===== src/rtl/acc_seg_display_if.sv =====
// acc_seg_display_if: accumulator input bus and 7-segment display outputs
interface acc_seg_display_if;
  logic [5:0] acc_n;
  logic [6:0] seg_n;
  logic [1:0] an_n;
  logic       busy;
  modport master (output acc_n, input seg_n, an_n, busy);
  modport slave  (input acc_n, output seg_n, an_n, busy);
endinterface


===== src/rtl/acc_seg_display.sv =====
// acc_seg_display: converts the active-low accumulator bus to a 2-digit multiplexed 7-segment display
// Define HEX_DISPLAY_EN to show the value as two hex digits instead of decimal (no double-dabble pass).
module acc_seg_display #(
  parameter int SCAN_DIV = 16,
  parameter int SCAN_W   = 8
) (
  input logic              clk,
  input logic              rst,
  acc_seg_display_if.slave bus
);
  localparam logic [1:0] IDLE  = 2'd0;
  localparam logic [1:0] SHIFT = 2'd1;
  localparam logic [1:0] LATCH = 2'd2;
  logic [5:0]        acc_q;
  logic [5:0]        last_val;
  logic [1:0]        state;
  logic [1:0]        state_nx;
  logic [3:0]        ones;
  logic [3:0]        tens;
  logic [SCAN_W-1:0] scan_cnt;
  logic              sel;
  logic              last_slot;
  logic              tens_on;
  logic              busy_q;
  logic [6:0]        seg_q;
  logic [1:0]        an_q;

  function automatic logic [6:0] enc(input logic [3:0] d);
    case (d)
      4'h0: enc = 7'h40;
      4'h1: enc = 7'h79;
      4'h2: enc = 7'h24;
      4'h3: enc = 7'h30;
      4'h4: enc = 7'h19;
      4'h5: enc = 7'h12;
      4'h6: enc = 7'h02;
      4'h7: enc = 7'h78;
      4'h8: enc = 7'h00;
      4'h9: enc = 7'h10;
      4'hA: enc = 7'h08;
      4'hB: enc = 7'h03;
      4'hC: enc = 7'h46;
      4'hD: enc = 7'h21;
      4'hE: enc = 7'h06;
      default: enc = 7'h0E;
    endcase
  endfunction

  // Input capture, change detection and conversion state; busy tracks the state being entered
  always_ff @(posedge clk or posedge rst)
    if (rst) begin
      acc_q    <= '0;
      last_val <= '0;
      state    <= IDLE;
      busy_q   <= 1'b0;
    end else begin
      acc_q    <= ~bus.acc_n;
      state    <= state_nx;
      busy_q   <= state_nx == SHIFT || state_nx == LATCH;
      last_val <= (state == IDLE) ? acc_q : last_val;
    end

`ifdef HEX_DISPLAY_EN
  // Hex display needs no conversion: a change goes straight to LATCH
  always_comb
    state_nx = (state == IDLE && acc_q != last_val) ? LATCH : IDLE;

  // Digit registers take the nibbles of the captured value
  always_ff @(posedge clk or posedge rst)
    if (rst) begin
      ones <= '0;
      tens <= '0;
    end else if (state == LATCH) begin
      tens <= {2'b00, last_val[5:4]};
      ones <= last_val[3:0];
    end
`else
  logic [13:0] sh;
  logic [2:0]  bit_cnt;
  logic [7:0]  bcd_adj;

  assign bcd_adj = {(sh[13:10] >= 4'd5) ? sh[13:10] + 4'd3 : sh[13:10],
                    (sh[9:6]   >= 4'd5) ? sh[9:6]   + 4'd3 : sh[9:6]};

  // Six shift cycles convert the 6-bit value, then one cycle latches the digits
  always_comb
    state_nx = (state == IDLE)  ? ((acc_q != last_val) ? SHIFT : IDLE) :
               (state == SHIFT) ? ((bit_cnt == 3'd5) ? LATCH : SHIFT) : IDLE;

  // Double-dabble shifter {bcd[7:0], bin[5:0]}; loaded every idle cycle, digits written in LATCH
  always_ff @(posedge clk or posedge rst)
    if (rst) begin
      sh      <= '0;
      bit_cnt <= '0;
      ones    <= '0;
      tens    <= '0;
    end else if (state == IDLE) begin
      sh      <= {8'd0, acc_q};
      bit_cnt <= '0;
    end else if (state == SHIFT) begin
      sh      <= {bcd_adj, sh[5:0]} << 1;
      bit_cnt <= bit_cnt + 3'd1;
    end else begin
      tens <= sh[13:10];
      ones <= sh[9:6];
    end
`endif

  assign last_slot = scan_cnt == SCAN_W'(SCAN_DIV - 1);
  assign tens_on   = sel && tens != 4'd0;

  // Digit scan: last clock of each slot is dead to avoid ghosting; a zero tens digit is blanked
  always_ff @(posedge clk or posedge rst)
    if (rst) begin
      scan_cnt <= '0;
      sel      <= 1'b0;
      an_q     <= 2'b11;
      seg_q    <= 7'h7F;
    end else begin
      scan_cnt <= last_slot ? '0 : scan_cnt + SCAN_W'(1);
      sel      <= sel ^ last_slot;
      an_q     <= last_slot ? 2'b11 : !sel ? 2'b10 : tens_on ? 2'b01 : 2'b11;
      seg_q    <= last_slot ? 7'h7F : !sel ? enc(ones) : tens_on ? enc(tens) : 7'h7F;
    end

  assign bus.seg_n = seg_q;
  assign bus.an_n  = an_q;
  assign bus.busy  = busy_q;
endmodule


===== src/flat_wrapper.sv =====
// flat-port wrapper written by rule: the top's interface ports become plain ports
module acc_seg_display_flat 
#(
  parameter int SCAN_DIV = 16,
  parameter int SCAN_W   = 8
)
  (clk, rst, bus_acc_n, bus_seg_n, bus_an_n, bus_busy);
  acc_seg_display_if bus_i ();
  input logic clk;
  input logic rst;
  input wire logic [$bits(bus_i.acc_n)-1:0] bus_acc_n;
  output wire logic [$bits(bus_i.seg_n)-1:0] bus_seg_n;
  output wire logic [$bits(bus_i.an_n)-1:0] bus_an_n;
  output wire logic [$bits(bus_i.busy)-1:0] bus_busy;
  assign bus_i.acc_n = bus_acc_n;
  assign bus_seg_n = bus_i.seg_n;
  assign bus_an_n = bus_i.an_n;
  assign bus_busy = bus_i.busy;
  acc_seg_display #(.SCAN_DIV(SCAN_DIV), .SCAN_W(SCAN_W)) u_core (.clk(clk), .rst(rst), .bus(bus_i));
endmodule

===== config.mk =====
export PLATFORM = sky130hd
export DESIGN_NAME = acc_seg_display_flat
export DESIGN_NICKNAME = d
export VERILOG_FILES = /design/src/rtl/acc_seg_display_if.sv /design/src/rtl/acc_seg_display.sv /design/src/flat_wrapper.sv
export SDC_FILE = /design/constraint.sdc
export NUM_CORES = 1
export LEC_CHECK = 0
export ABC_AREA = 1
export BUFFER_PORTS_ARGS = -buffer_cell sky130_fd_sc_hd__buf_2
export CAP_MARGIN = 20
export CORE_MARGIN = 5
export CORE_UTILIZATION = 45
export DETAILED_ROUTE_END_ITERATION = 6
export PLACE_DENSITY = 0.63
export SLEW_MARGIN = 0
export SYNTH_ARGS = -nofsm -noshare
export SYNTH_HDL_FRONTEND = slang
export SYNTH_SLANG_ARGS = --single-unit
export TNS_END_PERCENT = 5

===== constraint.sdc =====
create_clock -name clk -period 1.72 [get_ports clk]
set_input_delay 0.344 -clock clk [delete_from_list [all_inputs] [get_ports clk]]
set_output_delay 0.344 -clock clk [all_outputs]
set_load 0.05 [all_outputs]

==> out/metrics.csv <==
metric;value;unit
Fin. Hold Viols;0;
Max stage delay cell, worst path;dfstp_2;
leading post-synthesis cells by cell area;dfrtp_1 (41%), nand2_1 (12%), ha_1 (9.2%);
Total Routing Usage GR;14.1;%
I/O pin count;18;
effective utilization at floorplan;46.6;%
final clock skew;7.38;ps
Post-DRT Antenna Nets;0;
die span in y;91.6;microns
CTS tree;done;
met3 GRT Util;4.38;%
H-tree Lvls;3;
worst slack, placed;304;ps
Final min period;1440;ps
Final nets;403;
Pleak;1.69;nW
Critical Path Stages;1;
CP Launch Type;flip-flop;
Buf/Inv on CP;1;
r2r endpoint;u_core.bus.seg_n[4]$_DFF_PP1_;
Critical R2R Launch;u_core.tens[0]$_DFFE_PP0P_;
Max stage delay on crit path;510;ps
Sink Count;58;
largest net degree at the start of global routing;59;
final HPWL from detailed placement;3790;microns
Pre-antenna DRT Iters;4;
CTS Buffer Depth;2;
Max Cap Viol;0;
post-synthesis cell area;2990;sq um
Crit path max-delay family;flip-flops;
setup ws final;279;ps
Cell Rows;29;
routed wire length;5330;microns
ys flop type;dfrtp_1;
P per Cell Area;1760;nW/um^2
synthesis-stage register bit count;58;
Area Overhead vs Synth;12.2;%
Distinct cells, synth;30;
synthesized area per cell;8.55;sq um
DIE WIDTH;91.6;microns
r2r worst-path depth;6;
Tightest Pin Transition;401;ps
die area;8390;sq um
number of global-route vias before repair;2134;
clock slew at reported path FFs;70;ps
antenna violations before repair;0;
FMAX;694;MHz
Final period util;83.8;%
ant diodes;0;
Setup Buffers After CTS;0;
area of the multi-input gates;1270;sq um
grt met2 use;22.5;%
Wirelength per Cell;11.7;microns
routed vias/inst;4.93;
r2r setup slk;300;ps
post-synth top area share;41.0;%
Synth area leader;dfrtp_1;
worst path cell trace;buf_2;
busiest grt layer;met2;
sequential-to-total area share from yosys stat;48.9;%
Async S/R FF share, synth;100;%
TritonCTS Buffers;9;
WS Path Type;flip-flop to output pin;
CP max FO;1;
fillers;601;
gp weighted congestion;0.813;
Worst Hold Class;input port to async pin;
CTS resizes;0;
post-synth net total;380;
Iter 0 DRT Violations;109;
Port Buffer Count;17;
Syn Inst Count;350;
unrepaired setup endpoints after global routing;no;
core region area;6420;sq um
clk_lat worst skew;330;ps
outcome;finished, final reports clean;
Rel. slew slack;73.3;%
final setup fails;0;
total gr overflow;0;
register area;1460;sq um
clock root buffer;clkbuf_8;
crit path capture type;output pin;
proportion of layout cells with a drive suffix above 1;15.1;%
vias;2244;
maximum VDD drop;691;uV
Final Max Slew Viols;0;
yosys warns;0;
Setup TNS;0;ps
Residual DRC;0;
routing usage on met1;18.1;%
Post-CTS Hold Fix Bufs;0;
CP required;1380;ps
global-route wire length before repair;9590;microns
Post-synth EDFFs;0;
CP arrival;1100;ps
-- cells by family after synthesis --
logic type	after synthesis	synth area share, %
AO/OA/AOI/OAI	51	10.0
XOR/XNOR	4	1.17
adder cells (fa/ha/maj)	22	9.19
buffers and inverters	64	8.57
flip-flops	58	48.9
AND/OR/NAND/NOR	151	22.2
-- cells in the mapped netlist (4+ instances only) --
library cell / n
a21oi_1: 4
buf_2: 6
dfrtp_1: 49
dfstp_2: 9
ha_1: 22
inv_1: 54
nand2_1: 94
nand3_1: 30
nor2_1: 14
o211ai_1: 4
o21ai_0: 32
o221ai_1: 5
xor2_1: 4
-- state kept, by name, summed over array words and instances (netlist names) --
register          flops
u_core.bus.busy       1
u_core.scan_cnt       8
u_core.ones           4
u_core.sel            1
u_core.bit_cnt        3
u_core.bus.an_n       2
u_core.sh            14
u_core.acc_q          6
u_core.last_val       6
u_core.bus.seg_n      7
u_core.state          2
u_core.tens           4
-- routing by layer --
metal,part of all wire [%],vias up
met5,0,-
met4,1.4,0
met3,4.8,9
met2,46,48
met1,48,1024
li1,-,1163
-- how the worst max path moves through the flow --
stage,from,to,slack [ps]
detailed placement,u_core.tens[0]$_DFFE_PP0P_,u_core.bus.seg_n[4]$_DFF_PP1_,300
finish,u_core.bus.seg_n[5]$_DFF_PP1_,bus_seg_n[5],280
floorplan,u_core.scan_cnt[0]$_DFF_PP0_,u_core.sel$_DFF_PP0_,460
CTS,u_core.bus.an_n[0]$_DFF_PP1_,bus_an_n[0],260
global placement,u_core.tens[0]$_DFFE_PP0P_,u_core.bus.seg_n[4]$_DFF_PP1_,320
global route,u_core.tens[0]$_DFFE_PP0P_,u_core.bus.seg_n[4]$_DFF_PP1_,170
-- per-stage QoR --
stage | std cells | hold slack [ps] | total power, mW | utilization [%] | cell area, sq um
CTS | 455 | 77.4 | 5.99 | 52.3 | 3360
finish | 455 | 74.1 | 5.92 | 52.3 | 3360
global placement | 439 | 445 | 4.71 | 49.3 | 3170
detailed placement | 439 | 450 | 4.78 | 49.3 | 3170
global route | 455 | 91.4 | 6.48 | 52.3 | 3360
floorplan | 350 | 403 | 4.25 | - | 3000
-- area by class of cell --
cell class / count / share of cell area, %
inverter: 56 / 6.41
sequential: 58 / 43.5
timing repair buffer: 20 / 3.58
clock inverter: 4 / 0.745
clock buffer: 12 / 4.92
multi-input combinational: 228 / 38.0
tap: 77 / 2.87
-- power by group --
group	leakage [nW]	internal [mW]	total (mW)	switching (mW)
Clock	0.0944	0.635	1.19	0.551
Sequential	0.708	1.89	2.24	0.349
Combinational	0.892	0.834	2.50	1.66
-- placed cells by master, fill, tap and decap left out --
master and count:
clkinv_2 3, nor3_1 1, a21oi_1 4, clkinv_1 1
nor2_2 1, nand2_4 1, inv_1 53, a21oi_4 1
o211ai_1 4, o21ai_1 1, nand4_1 1, nor2_4 2
dfstp_2 9, ha_1 22, nand3_2 1, buf_2 17
o21ai_0 32, o221ai_1 5, clkbuf_8 12, nor2_1 14
a31oi_1 2, nand3_1 30, nand3b_1 2, xor2_1 4
or2_2 1, nor3_2 2, dfrtp_1 49, nand2_2 1
buf_4 2, clkinvlp_4 3, o22ai_1 2, nand2_1 94
buf_12 1
(Power assumes the default switching activity.)
